===== src/rtl/alu_result_stage.sv =====
// alu_result_stage: EX/MEM boundary stage behind the 64-bit ALU.
//
// Captures the ALU result, its zero and overflow flags, the issuing opcode
// and the destination tag through a valid/ready handshake. Entries are held
// in a 2-entry queue so that writeback back-pressure never corrupts an
// in-flight result. A sticky overflow flag and two wrapping counters are
// kept for debug readout.
//
// Optional feature (macro ALU_RESULT_OVF_TRAP_EN):
//   Defined   - an accepted entry with alu_ovf=1 is not queued. It raises a
//               one-cycle trap_valid pulse at the next edge. trap_tag and
//               trap_op capture that entry's tag and opcode, and hold them
//               until the next trap.
//   Undefined - overflowing entries are queued like any other entry, and
//               trap_valid, trap_tag and trap_op are tied to 0.
//
// Ports:
//   clk, reset              clock; asynchronous active-high reset
//   in_valid / in_ready     upstream handshake. in_ready depends only on the
//                           registered occupancy and on flush.
//   alu_out, alu_zero,      payload arriving from the ALU
//   alu_ovf, alu_op,
//   dst_tag
//   out_valid / out_ready   downstream handshake for the head entry
//   out_data, out_zero,     payload of the head entry
//   out_ovf, out_op,
//   out_tag
//   flush                   synchronous discard of all buffered entries
//   clr_status              synchronous clear of the sticky flag and both
//                           counters
//   ovf_sticky, op_count,   statistics for debug readout
//   ovf_count
//   trap_valid, trap_tag,   overflow trap report (optional feature)
//   trap_op

module alu_result_stage #(
  parameter int unsigned DATA_WIDTH = 64,
  parameter int unsigned OP_WIDTH   = 4,
  parameter int unsigned TAG_WIDTH  = 5,
  parameter int unsigned CNT_WIDTH  = 32
) (
  input  logic                  clk,
  input  logic                  reset,
  input  logic                  in_valid,
  output logic                  in_ready,
  input  logic [DATA_WIDTH-1:0] alu_out,
  input  logic                  alu_zero,
  input  logic                  alu_ovf,
  input  logic [OP_WIDTH-1:0]   alu_op,
  input  logic [TAG_WIDTH-1:0]  dst_tag,
  output logic                  out_valid,
  input  logic                  out_ready,
  output logic [DATA_WIDTH-1:0] out_data,
  output logic                  out_zero,
  output logic                  out_ovf,
  output logic [OP_WIDTH-1:0]   out_op,
  output logic [TAG_WIDTH-1:0]  out_tag,
  input  logic                  flush,
  input  logic                  clr_status,
  output logic                  ovf_sticky,
  output logic [CNT_WIDTH-1:0]  op_count,
  output logic [CNT_WIDTH-1:0]  ovf_count,
  output logic                  trap_valid,
  output logic [TAG_WIDTH-1:0]  trap_tag,
  output logic [OP_WIDTH-1:0]   trap_op
);

  localparam int unsigned OCC_W = 2;
  localparam logic [OCC_W-1:0] OCC_EMPTY = 2'd0;
  localparam logic [OCC_W-1:0] OCC_FULL  = 2'd2;

  typedef struct packed {
    logic [DATA_WIDTH-1:0] data;
    logic                  zero;
    logic                  ovf;
    logic [OP_WIDTH-1:0]   op;
    logic [TAG_WIDTH-1:0]  tag;
  } entry_t;

  entry_t            mem [2];
  entry_t            in_entry;
  entry_t            head_entry;
  logic              head_ptr;
  logic              tail_ptr;
  logic [OCC_W-1:0]  occ;
  logic [OCC_W-1:0]  occ_nxt;
  logic              push_acc;
  logic              wr_en;
  logic              pop;

  // The handshake is decided from registered state only.
  assign in_ready  = (occ != OCC_FULL) && !flush;
  assign out_valid = (occ != OCC_EMPTY);
  assign push_acc  = in_valid && in_ready;
  assign pop       = out_valid && out_ready && !flush;

  assign in_entry = '{data: alu_out, zero: alu_zero, ovf: alu_ovf,
                      op: alu_op, tag: dst_tag};

`ifdef ALU_RESULT_OVF_TRAP_EN
  // Overflowing entries are diverted to the trap port instead of the queue.
  logic trap_hit;
  assign trap_hit = push_acc && alu_ovf;
  assign wr_en    = push_acc && !alu_ovf;
`else
  assign wr_en    = push_acc;
`endif

  // Occupancy never underflows because a pop requires out_valid. It never
  // overflows because a push at OCC_FULL is blocked by in_ready.
  assign occ_nxt = occ + OCC_W'(wr_en) - OCC_W'(pop);

  // Queue storage and pointers. The entries are cleared on reset so that
  // the out_* payload reads as zero.
  always_ff @(posedge clk or posedge reset) begin
    if (reset) begin
      mem[0]   <= '0;
      mem[1]   <= '0;
      head_ptr <= 1'b0;
      tail_ptr <= 1'b0;
      occ      <= OCC_EMPTY;
    end else if (flush) begin
      head_ptr <= 1'b0;
      tail_ptr <= 1'b0;
      occ      <= OCC_EMPTY;
    end else begin
      if (wr_en) begin
        mem[tail_ptr] <= in_entry;
        tail_ptr      <= ~tail_ptr;
      end
      if (pop) begin
        head_ptr <= ~head_ptr;
      end
      occ <= occ_nxt;
    end
  end

  // The head entry is a mux of registered storage, so there is no path from
  // the input to the output within a cycle.
  assign head_entry = mem[head_ptr];
  assign out_data   = head_entry.data;
  assign out_zero   = head_entry.zero;
  assign out_ovf    = head_entry.ovf;
  assign out_op     = head_entry.op;
  assign out_tag    = head_entry.tag;

  // Statistics. clr_status clears first, then an accepted push in the same
  // cycle is counted.
  always_ff @(posedge clk or posedge reset) begin
    if (reset) begin
      op_count   <= '0;
      ovf_count  <= '0;
      ovf_sticky <= 1'b0;
    end else begin
      op_count   <= (clr_status ? '0 : op_count) + CNT_WIDTH'(push_acc);
      ovf_count  <= (clr_status ? '0 : ovf_count) +
                    CNT_WIDTH'(push_acc && alu_ovf);
      ovf_sticky <= (clr_status ? 1'b0 : ovf_sticky) | (push_acc && alu_ovf);
    end
  end

`ifdef ALU_RESULT_OVF_TRAP_EN
  // Trap report: a one-cycle pulse, with the tag and opcode held until the
  // next trap.
  always_ff @(posedge clk or posedge reset) begin
    if (reset) begin
      trap_valid <= 1'b0;
      trap_tag   <= '0;
      trap_op    <= '0;
    end else begin
      trap_valid <= trap_hit;
      if (trap_hit) begin
        trap_tag <= dst_tag;
        trap_op  <= alu_op;
      end
    end
  end
`else
  assign trap_valid = 1'b0;
  assign trap_tag   = '0;
  assign trap_op    = '0;
`endif

endmodule


===== config.mk =====
export PLATFORM = sky130hd
export DESIGN_NAME = alu_result_stage
export DESIGN_NICKNAME = d
export VERILOG_FILES = /design/src/rtl/alu_result_stage.sv
export SDC_FILE = /design/constraint.sdc
export NUM_CORES = 1
export LEC_CHECK = 0
export CORE_MARGIN = 4
export CORE_UTILIZATION = 40
export DETAILED_ROUTE_END_ITERATION = 10
export DONT_BUFFER_PORTS = 1
export GPL_TIMING_DRIVEN = 0
export MAX_ROUTING_LAYER = met4
export PLACE_DENSITY_LB_ADDON = 0.15
export RECOVER_POWER = 25
export REMOVE_ABC_BUFFERS = 1
export SLEW_MARGIN = 20
export SYNTH_ARGS = -nofsm -noshare
export SYNTH_HDL_FRONTEND = slang
export SYNTH_SLANG_ARGS = --single-unit

===== constraint.sdc =====
create_clock -name clk -period 13.45 [get_ports clk]
set_input_delay 2.0175 -clock clk [delete_from_list [all_inputs] [get_ports clk]]
set_output_delay 2.0175 -clock clk [all_outputs]
set_load 0.02 [all_outputs]

==> results of run 1 <==
[flip-flops by register name (all words and copies together), names as in the netlist]
name,cells
occ,2
tail_ptr,1
op_count,32
ovf_count,32
head_ptr,1
ovf_sticky,1
mem,150
[critical path, cell delays in order]
cell and delay, ns:
clkinvlp_2 0.41, buf_16 0.42, clkbuf_1 3.85
[synthesized netlist by cell type (2+ instances only)]
library cell and n:
nand3b_1 3, ha_1 6, mux2_2 229, inv_1 13, a21oi_1 22, nor3_1 10, or4_1 14, nand2_1 31
o31ai_1 11, nor2_1 27, nand4b_1 2, xor2_1 8, nand3_1 20, or3_1 8, or4_4 2, clkbuf_1 16
nor4_1 8, xnor2_1 29, o21ai_0 10, or2_2 2, buf_1 7, nand2b_1 2, nand3_2 2, nand4_1 20
nor2b_1 19, buf_2 10, buf_4 15, and4b_1 4, dfrtp_1 219, and4_1 6, and3_1 4, and2_1 2
[power by group through the flow]
stage          logic [mW]  clock network [mW]  registers, mW
6_report            0.529               0.675          0.944
5_1_grt             0.566               0.727          0.970
4_1_cts             0.541               0.700          0.945
3_5_place_dp        0.539                   0          0.956
3_3_place_gp        0.521                   0          0.948
2_1_floorplan       0.459                   0          0.925
[layer usage]
layer  vias to the layer above  GRT usage, %  wire (um)
li1                       2821             -          -
met1                      3234          18.6       8700
met2                       163          28.5      11900
met3                        31          4.84       1560
met4                         0          4.20        560
met5                         -             -          0
[path summary, 6_finish.rpt]
| kind | from | cells past startpoint | slack (ns) | end |
|---|---|---|---|---|
| max in group clk | in_valid | 9 | 8.90 | ovf_count[24] |
| hold / removal | mem[56] | 1 | 0.50 | mem[56] |
| setup / recovery | reset | 3 | 5.90 | ovf_count[30] |
| setup reg to reg | occ[0] | 9 | 9.94 | ovf_count[24] |
| hold reg to reg | mem[56] | 1 | 0.50 | mem[56] |
| min in group asynchronous | reset | 1 | 1.46 | mem[136] |
[logic make-up after synthesis]
group | Yosys count | share of synthesized area, %
adder cells (fa/ha/maj) | 6 | 0.737
XOR/XNOR | 37 | 3.18
buffers and inverters | 62 | 3.04
flip-flops | 219 | 53.8
multiplexers | 229 | 25.3
AO/OA/AOI/OAI | 48 | 2.80
other | 1 | 0.0368
AND/OR/NAND/NOR | 192 | 11.0
[cell usage in the layout, fill, tap and decap left out, types with 2 or more instances in the layout]
master	n
clkbuf_16	25
nand2b_1	2
and3_1	4
or2_2	2
bufinv_16	2
nor3_1	10
nand3b_1	3
nor2_1	27
nor4_1	7
ha_1	6
clkinv_2	5
or3_1	8
nand4b_1	2
and2_1	2
and4b_1	4
nand4_1	20
a21oi_1	22
mux2_2	229
clkbuf_8	7
conb_1	10
nand3_2	2
nand2_1	30
or4_4	2
nand3_1	20
nor2b_1	18
xnor2_1	29
inv_1	12
xor2_1	8
buf_12	3
o31ai_1	11
dfrtp_1	218
buf_16	3
and4_1	6
clkbuf_1	4
o21ai_0	10
or4_1	14
[layout make-up]
class	instances	area [um2]	share of cell area, %
Clock buffer	35	733	6.44
Timing Repair Buffer	8	154	1.35
Sequential cell	219	5480	48.2
Clock inverter	9	101	0.890
Tap cell	330	413	3.63
Multi-Input combinational cell	522	4450	39.1
Inverter	13	50.0	0.440
==> flow_summary.json, run 1 <==
{
  "outcome": "finished with violations",
  "violations": "max-capacitance violations, max-slew violations",
  "switching_share_pct": 29.7,
  "layoutNonFillerInstCount": 1136,
  "post_synth_num_cell_types": 45,
  "die_height_um": 168,
  "post-dp-hpwl_um": 15900,
  "seq_power_share_pct": 43.9,
  "synth-edff-count": 0,
  "fin_ws_ns": 5.90,
  "post_cts.resized_instances": 0,
  "internal-power_mw": 1.51,
  "setup_total_negative_slack_ns": 0,
  "setup-violations-final": 0,
  "post-route-drc-count": 0,
  "total_leakage_power_nw": 4.66,
  "vdd_ir_drop_max_v": 0.000144,
  "power_frac_clock_pct": 31.4,
  "postSynthRegisterBits": 219,
  "seq_area_frac_synth_pct": 53.8,
  "netlist_instances": 794,
  "prevailing_post_synth_register_cell": "dfrtp_1",
  "initial_utilization_pct": 40.5,
  "async_reset_ff_share_pct": 100,
  "worstMarginPinSlew_ns": 5.49,
  "slew-limit-headroom_pct": -266,
  "num_cts_buffers": 25,
  "synth_largest_area_cell": "dfrtp_1",
  "cts_hold_repair.buffers": 0,
  "hold_viol_final": 0,
  "fillCellCount": 2319,
  "syn-mean-instance-area_um2": 12.8,
  "number_of_antenna_violations_at_the_first_check_in_global_routing": 0,
  "drt_first_iter_violations": 269,
  "cts_tree": "done",
  "globalplace.congestion": 0.833,
  "globalRouteTotalUtil_pct": 16.4,
  "path_max_fanout": 105,
  "signed_area_change_from_the_synthesized_netlist_to_the_final_layout_pct": 11.8,
  "ys.warnings.count": 0,
  "worst_skew_pair.late_latency_ns": 0.51,
  "clk_pin_slew_worst_paths_ns": 0.06,
  "critPathKind": "input pin to asynchronous set/reset pin",
  "final_nets": 876,
  "clock.fmax_mhz": 132,
  "grt_pass1_wl_um": 36900,
  "worst_ep_required_time_ns": 12.74,
  "vias": 6249,
  "synth_top_area_share_pct": 53.8,
  "antenna_cells": 0,
  "placement.setup.worst_slack_ns": 8.34,
  "max_cap_violations": 1,
  "utilization_pct": 45.3,
  "placement.io_buffers": 0,
  "ys_top_cells_by_area": "dfrtp_1 54%, mux2_2 25%, xnor2_1 2.5%",
  "timing.hold.ws_ns": 0.498,
  "grt_overflow": 0,
  "grt_start_max_net_pins": 106,
  "detailedRoute.firstPassIterationCount": 4,
  "clock_tree.buffer_depth": 3,
  "final_layout_size_suffix_gt1_share_pct": 36.4,
  "numPlacedInstances": 1092,
  "p_per_area_nw_per_um2": 189,
  "first_global_vias": 6793,
  "final_cell_area_um2": 11400,
  "worstPathArrival_ns": 6.84,
  "core_region_area_um2": 25100,
  "io_pins": 233,
  "placed_cell_area_um2": 10600,
  "clock_skew_ns": 0.00659,
  "rsz0062_at_grt": "false",
  "syn_area_um2": 10200,
  "cp-end-kind": "asynchronous set/reset pin",
  "design_power_total_mw": 2.15,
  "timing.final.max_slew_violations": 106,
  "fp-row-count": 58,
  "clock-sinks": 219,
  "routed_wirelength_um": 22700,
  "route.antenna.remaining_nets": 0,
  "cp-start-kind": "input pin",
  "cts_post_setup_buffers_inserted": 0,
  "period_minus_slack_ns": 7.55,
  "htree_num_levels": 1,
  "die_width_um": 168,
  "netSwitchingPower_uw": 639,
  "viasPerCell": 5.50,
  "route.detailed.wl_per_inst_um": 20.0,
  "ctsRootBufferMaster": "clkbuf_16",
  "combinational_power_share_pct": 24.6,
  "hold_path.class": "register to register",
  "floorplan.die_area_um2": 28100,
  "fin_crit_sh_pct": 56.2
}
Power figures use the tool's default switching activity.
==> run 2, diff against run 1 <==
==> constraint.sdc (replaced) <==
create_clock -name clk -period 7.4 [get_ports clk]
set_input_delay 1.11 -clock clk [delete_from_list [all_inputs] [get_ports clk]]
set_output_delay 1.11 -clock clk [all_outputs]
set_load 0.02 [all_outputs]
==> run 2 against run 1 <==
Routed wire length barely moved. The run now ends clean. Sequential power up 81%. Via count is essentially flat. Critical path depth increased by 6.
==> flow_summary.json, run 2 (synthesis results as in run 1) <==
{
  "outcome": "finished, final reports clean",
  "cp_slowest_cell": "a211oi_1",
  "route.antenna.remaining_nets": 0,
  "floorplan.die_area_um2": 28100,
  "cts_post_setup_buffers_inserted": 0,
  "fin_crit_sh_pct": 49.2,
  "route.detailed.wl_per_inst_um": 20.0,
  "total_leakage_power_nw": 4.67,
  "path_max_fanout": 9,
  "worst_ep_required_time_ns": 7.83,
  "fin_ws_ns": 3.76,
  "regMostFlops": "mem",
  "cp-start-kind": "input pin",
  "largest_registers": "mem x150, op_count x32, ovf_count x32",
  "vias": 6248,
  "rsz0062_at_grt": "false",
  "period_minus_slack_ns": 3.64,
  "timing.hold.worst.start": "mem[56]",
  "fillCellCount": 2315,
  "signed_area_change_from_the_synthesized_netlist_to_the_final_layout_pct": 12.0,
  "htree_num_levels": 1,
  "io_pins": 233,
  "worstPathArrival_ns": 4.07,
  "clock_skew_ns": 0.00659,
  "post_cts.resized_instances": 0,
  "ctsRootBufferMaster": "clkbuf_16",
  "antenna_cells": 0,
  "mostFrequentLayoutCell": "mux2_2",
  "worstPathBufferInverterCount": 1,
  "max_cap_violations": 0,
  "number_of_antenna_violations_at_the_first_check_in_global_routing": 0,
  "globalplace.congestion": 0.833,
  "critical_path.top_delay_family": "simple AND/OR/NAND/NOR gates",
  "clock_tree.buffer_depth": 3,
  "grt_overflow": 0,
  "placed_cell_area_um2": 10600,
  "ff2ff_setup_slack_ns": 3.89,
  "num_cts_buffers": 25,
  "placement.io_buffers": 0,
  "p_per_area_nw_per_um2": 342,
  "grt_pass1_wl_um": 36900,
  "hold_viol_final": 0,
  "vdd_ir_drop_max_v": 0.000238,
  "slew-limit-headroom_pct": 41.0,
  "worst_skew_pair.late_latency_ns": 0.51,
  "drt_first_iter_violations": 269,
  "hold_path.class": "register to register",
  "routed_wirelength_um": 22700,
  "worstMarginPinSlew_ns": 0.879,
  "hold_depth": 1,
  "die_height_um": 168,
  "detailedRoute.firstPassIterationCount": 4,
  "die_width_um": 168,
  "worstPathCellList": "inv_1, a211oi_1, and2_1, ha_1, ha_1, nand3b_1, or4_1, or4_1, a21oi_1",
  "timing.final.max_slew_violations": 0,
  "cts_hold_repair.buffers": 0,
  "first_global_vias": 6793,
  "viasPerCell": 5.50,
  "final_cell_area_um2": 11400,
  "timing.rr.start": "occ[0]",
  "layoutNonFillerInstCount": 1136,
  "cp-end-kind": "register",
  "final_nets": 876,
  "grt_start_max_net_pins": 106,
  "reg2reg_depth": 9,
  "clock.fmax_mhz": 275,
  "placement.setup.worst_slack_ns": 3.20,
  "post-route-drc-count": 0,
  "initial_utilization_pct": 40.5,
  "clk_pin_slew_worst_paths_ns": 0.06,
  "final_layout_size_suffix_gt1_share_pct": 36.5,
  "cts_tree": "done",
  "design_power_total_mw": 3.90,
  "critPathKind": "input pin to register",
  "timing.critical_path.slowest_cell_delay_ns": 0.72,
  "fp-row-count": 58,
  "whs_endpoint": "mem[56]",
  "numPlacedInstances": 1092,
  "post-dp-hpwl_um": 15900,
  "largest_register_ff_count": 150,
  "setup-violations-final": 0,
  "globalRouteTotalUtil_pct": 16.4,
  "core_region_area_um2": 25100,
  "timing.rr.end": "ovf_count[24]",
  "leading_cell_types_in_the_layout_fill_and_taps_excluded": "229 x mux2_2, 218 x dfrtp_1, 30 x nand2_1, 29 x xnor2_1, 27 x nor2_1",
  "clock-sinks": 219
}
run 2: how the worst max path moves through the flow:
| stage | cells past startpoint | slack (ns) | startpoint | to |
|---|---|---|---|---|
| finish | 9 | 3.76 | in_valid | ovf_count[24] |
| global route | 9 | 3.50 | in_valid | ovf_count[28] |
| CTS | 9 | 3.76 | in_valid | ovf_count[24] |
| detailed placement | 9 | 3.20 | in_valid | ovf_count[24] |
| global placement | 1 | -1.73 | reset | ovf_count[24] |
| floorplan | 1 | 0.30 | reset | head_ptr |
run 2: per-stage QoR:
stage | util, % | TNS, ns | hold WS [ns]
4_1_cts | 45.5 | 0 | 0.326
2_1_floorplan | - | 0 | 0.472
6_report | 45.4 | 0 | 0.498
5_1_grt | 45.4 | 0 | 0.512
3_3_place_gp | 41.3 | -426.11 | 0.481
3_5_place_dp | 42.1 | 0 | 0.487
run 2: metal layers:
metal	global-route usage, %	vias up	wire [um]	share of wire (%)
met2	28.5	163	11900	52
met1	18.6	3233	8690	38
met5	-	-	0	0
li1	-	2821	-	-
met4	4.20	0	560	2.5
met3	4.84	31	1560	6.9
run 2: cell type report:
cell class	instances	area (um2)	area share [%]
clock buffers	35	733	6.43
clock inverters	9	101	0.889
inverters	13	50.0	0.439
multi-input cells	522	4450	39.0
flip-flops and latches	219	5480	48.1
well taps	330	413	3.62
repair buffers	8	178	1.56
run 2: power breakdown:
group / total, mW / internal (mW) / switching (mW) / leakage (nW)
sequential: 1.71 / 1.53 / 0.180 / 2.73
clock: 1.23 / 0.756 / 0.470 / 0.414
combinational: 0.962 / 0.452 / 0.511 / 1.53
==> run 3, diff against run 2 <==
==> constraint.sdc (replaced) <==
create_clock -name clk -period 3.6 [get_ports clk]
set_input_delay 0.54 -clock clk [delete_from_list [all_inputs] [get_ports clk]]
set_output_delay 0.54 -clock clk [all_outputs]
set_load 0.02 [all_outputs]
==> run 3 against run 2 <==
Sequential share of layout area is essentially flat. First-iteration DRC count is 2.6% higher. Cell count barely moved. Critical path depth is the same. Clock power grew 100%. Combinational power is 110% higher. Critical path type is now register to register. Cell area about the same.
==> flow_summary.json, run 3 (synthesis results as in run 1) <==
{
  "antenna_cells": 0,
  "vdd_ir_drop_max_v": 0.000490,
  "regMostFlops": "mem",
  "netSwitchingPower_mw": 2.39,
  "cts_post_setup_buffers_inserted": 0,
  "post-dp-hpwl_um": 15900,
  "timing.rr.start": "occ[0]",
  "fp-row-count": 58,
  "hold_path.class": "input pin to register",
  "clock-sinks": 219,
  "launching_instance_or_port_of_the_critical_path": "occ[0]",
  "cts_tree": "done",
  "max_cap_violations": 0,
  "placement.setup.worst_slack_ns": -0.0333,
  "initial_utilization_pct": 40.5,
  "grt_start_max_net_pins": 106,
  "combinational_power_share_pct": 24.6,
  "outcome": "finished, final reports clean",
  "first_global_vias": 6794,
  "num_cts_buffers": 25,
  "switching_share_pct": 29.8,
  "timing.final.max_slew_violations": 0,
  "setup_total_negative_slack_ns": 0,
  "vias": 6266,
  "internal-power_mw": 5.64,
  "fillCellCount": 2313,
  "route.antenna.remaining_nets": 0,
  "largest_register_ff_count": 150,
  "grt_pass1_wl_um": 36900,
  "clock_skew_ns": 0.00617,
  "placed_cell_area_um2": 10600,
  "slew-limit-headroom_pct": 6.12,
  "path_max_fanout": 9,
  "critPathKind": "register to register",
  "clock.fmax_mhz": 308,
  "seq_power_share_pct": 43.9,
  "grt_overflow": 0,
  "signed_area_change_from_the_synthesized_netlist_to_the_final_layout_pct": 12.0,
  "area_of_the_multi_input_gates_um2": 4450,
  "die_width_um": 168,
  "final_nets": 877,
  "mostFrequentLayoutCell": "mux2_2",
  "floorplan.die_area_um2": 28100,
  "p_per_area_nw_per_um2": 704,
  "largest_registers": "mem x150, op_count x32, ovf_count x32",
  "placement.io_buffers": 0,
  "worst_ep_required_time_ns": 4.03,
  "viasPerCell": 5.51,
  "worst_skew_pair.late_latency_ns": 0.51,
  "final_layout_size_suffix_gt1_share_pct": 36.6,
  "ctsRootBufferMaster": "clkbuf_16",
  "leading_cell_types_in_the_layout_fill_and_taps_excluded": "229 x mux2_2, 218 x dfrtp_1, 30 x nand2_1, 29 x xnor2_1, 27 x nor2_1",
  "timing.hold.worst.start": "flush",
  "area.sequential_um2": 5480,
  "htree_num_levels": 1,
  "worstMarginPinSlew_ns": 1.41,
  "power_frac_clock_pct": 31.4,
  "cp-end-kind": "register",
  "core_region_area_um2": 25100,
  "detailedRoute.firstPassIterationCount": 5,
  "drt_first_iter_violations": 276,
  "cp-start-kind": "register",
  "fin_crit_sh_pct": 90.2,
  "route.detailed.wl_per_inst_um": 20.0,
  "utilization_pct": 45.4,
  "clk_pin_slew_worst_paths_ns": 0.06,
  "die_height_um": 168,
  "io_pins": 233,
  "final_cell_area_um2": 11400,
  "routed_wirelength_um": 22700,
  "post-route-drc-count": 0,
  "clock_tree.buffer_depth": 3,
  "worstPathArrival_ns": 3.68,
  "fin_ws_ns": 0.354,
  "globalRouteTotalUtil_pct": 16.4,
  "setup-violations-final": 0,
  "hold_viol_final": 0,
  "globalplace.congestion": 0.833,
  "period_minus_slack_ns": 3.25,
  "total_leakage_power_nw": 4.67,
  "rsz0062_at_grt": "false",
  "number_of_antenna_violations_at_the_first_check_in_global_routing": 0
}
-- run 3: cell count changes in the layout (fill, tap and decap cells not counted), sizes merged --
cell,before,now
buf,8,7
clkbuf,35,36
dlygate4sd3,0,1
-- run 3: final timing paths --
| check | slack [ns] | cells after the start | to |
|---|---|---|---|
| hold / removal | 0.09 | 1 | occ[1] |
| max in group asynchronous | 1.02 | 4 | ovf_count[30] |
| setup reg to reg | 0.35 | 9 | ovf_count[24] |
| hold reg to reg | 0.50 | 1 | mem[56] |
| setup / recovery | 0.35 | 9 | ovf_count[24] |
| min in group asynchronous | 0.52 | 2 | mem[136] |
-- run 3: repair_timing --
| action | CTS | global route |
|---|---|---|
| gates resized for setup | 0 | 1 |
| endpoints found under the hold margin | 14 | 0 |
| setup endpoints to repair | 0 | 7 |
| hold buffers | 1 | 0 |
-- run 3: layer usage --
layer	vias up	track usage, %	part of all wire, %
met5	-	-	0
met4	0	4.20	2.7
met3	35	4.84	7.1
met2	168	28.5	52
met1	3239	18.6	38
li1	2824	-	-
-- run 3: worst max-delay path, stage by stage (launching register included) --
cell,delay [ns]
dfrtp_1,0.39
inv_1,0.08
a211oi_2,0.49
and2_1,0.23
ha_1,0.24
ha_1,0.24
nand3b_1,0.16
or4_1,0.62
or4_1,0.56
a21oi_1,0.16
-- run 3: area by class of cell --
class,count,share of cell area (%)
Clock buffer,35,6.43
Clock inverter,9,0.889
Inverter,13,0.439
Multi-Input combinational cell,522,39.0
Sequential cell,219,48.1
Tap cell,330,3.62
Timing Repair Buffer,9,1.47
-- run 3: stage by stage --
stage | total power, mW | instances | hold WS, ns
floorplan | 5.17 | 754 | 0.472
global placement | 5.49 | 1084 | 0.481
detailed placement | 5.59 | 1092 | 0.312
CTS | 8.17 | 1137 | 0.0601
global route | 8.46 | 1137 | 0.0575
finish | 8.03 | 1137 | 0.0883
-- run 3: power by group through the flow --
| stage | clock network (mW) | registers (mW) | logic (mW) |
|---|---|---|---|
| final | 2.52 | 3.53 | 1.98 |
| after global routing | 2.72 | 3.62 | 2.12 |
| after CTS | 2.61 | 3.53 | 2.02 |
| after detailed placement | 0 | 3.57 | 2.01 |
| after global placement | 0 | 3.54 | 1.95 |
| after floorplan | 0 | 3.46 | 1.71 |
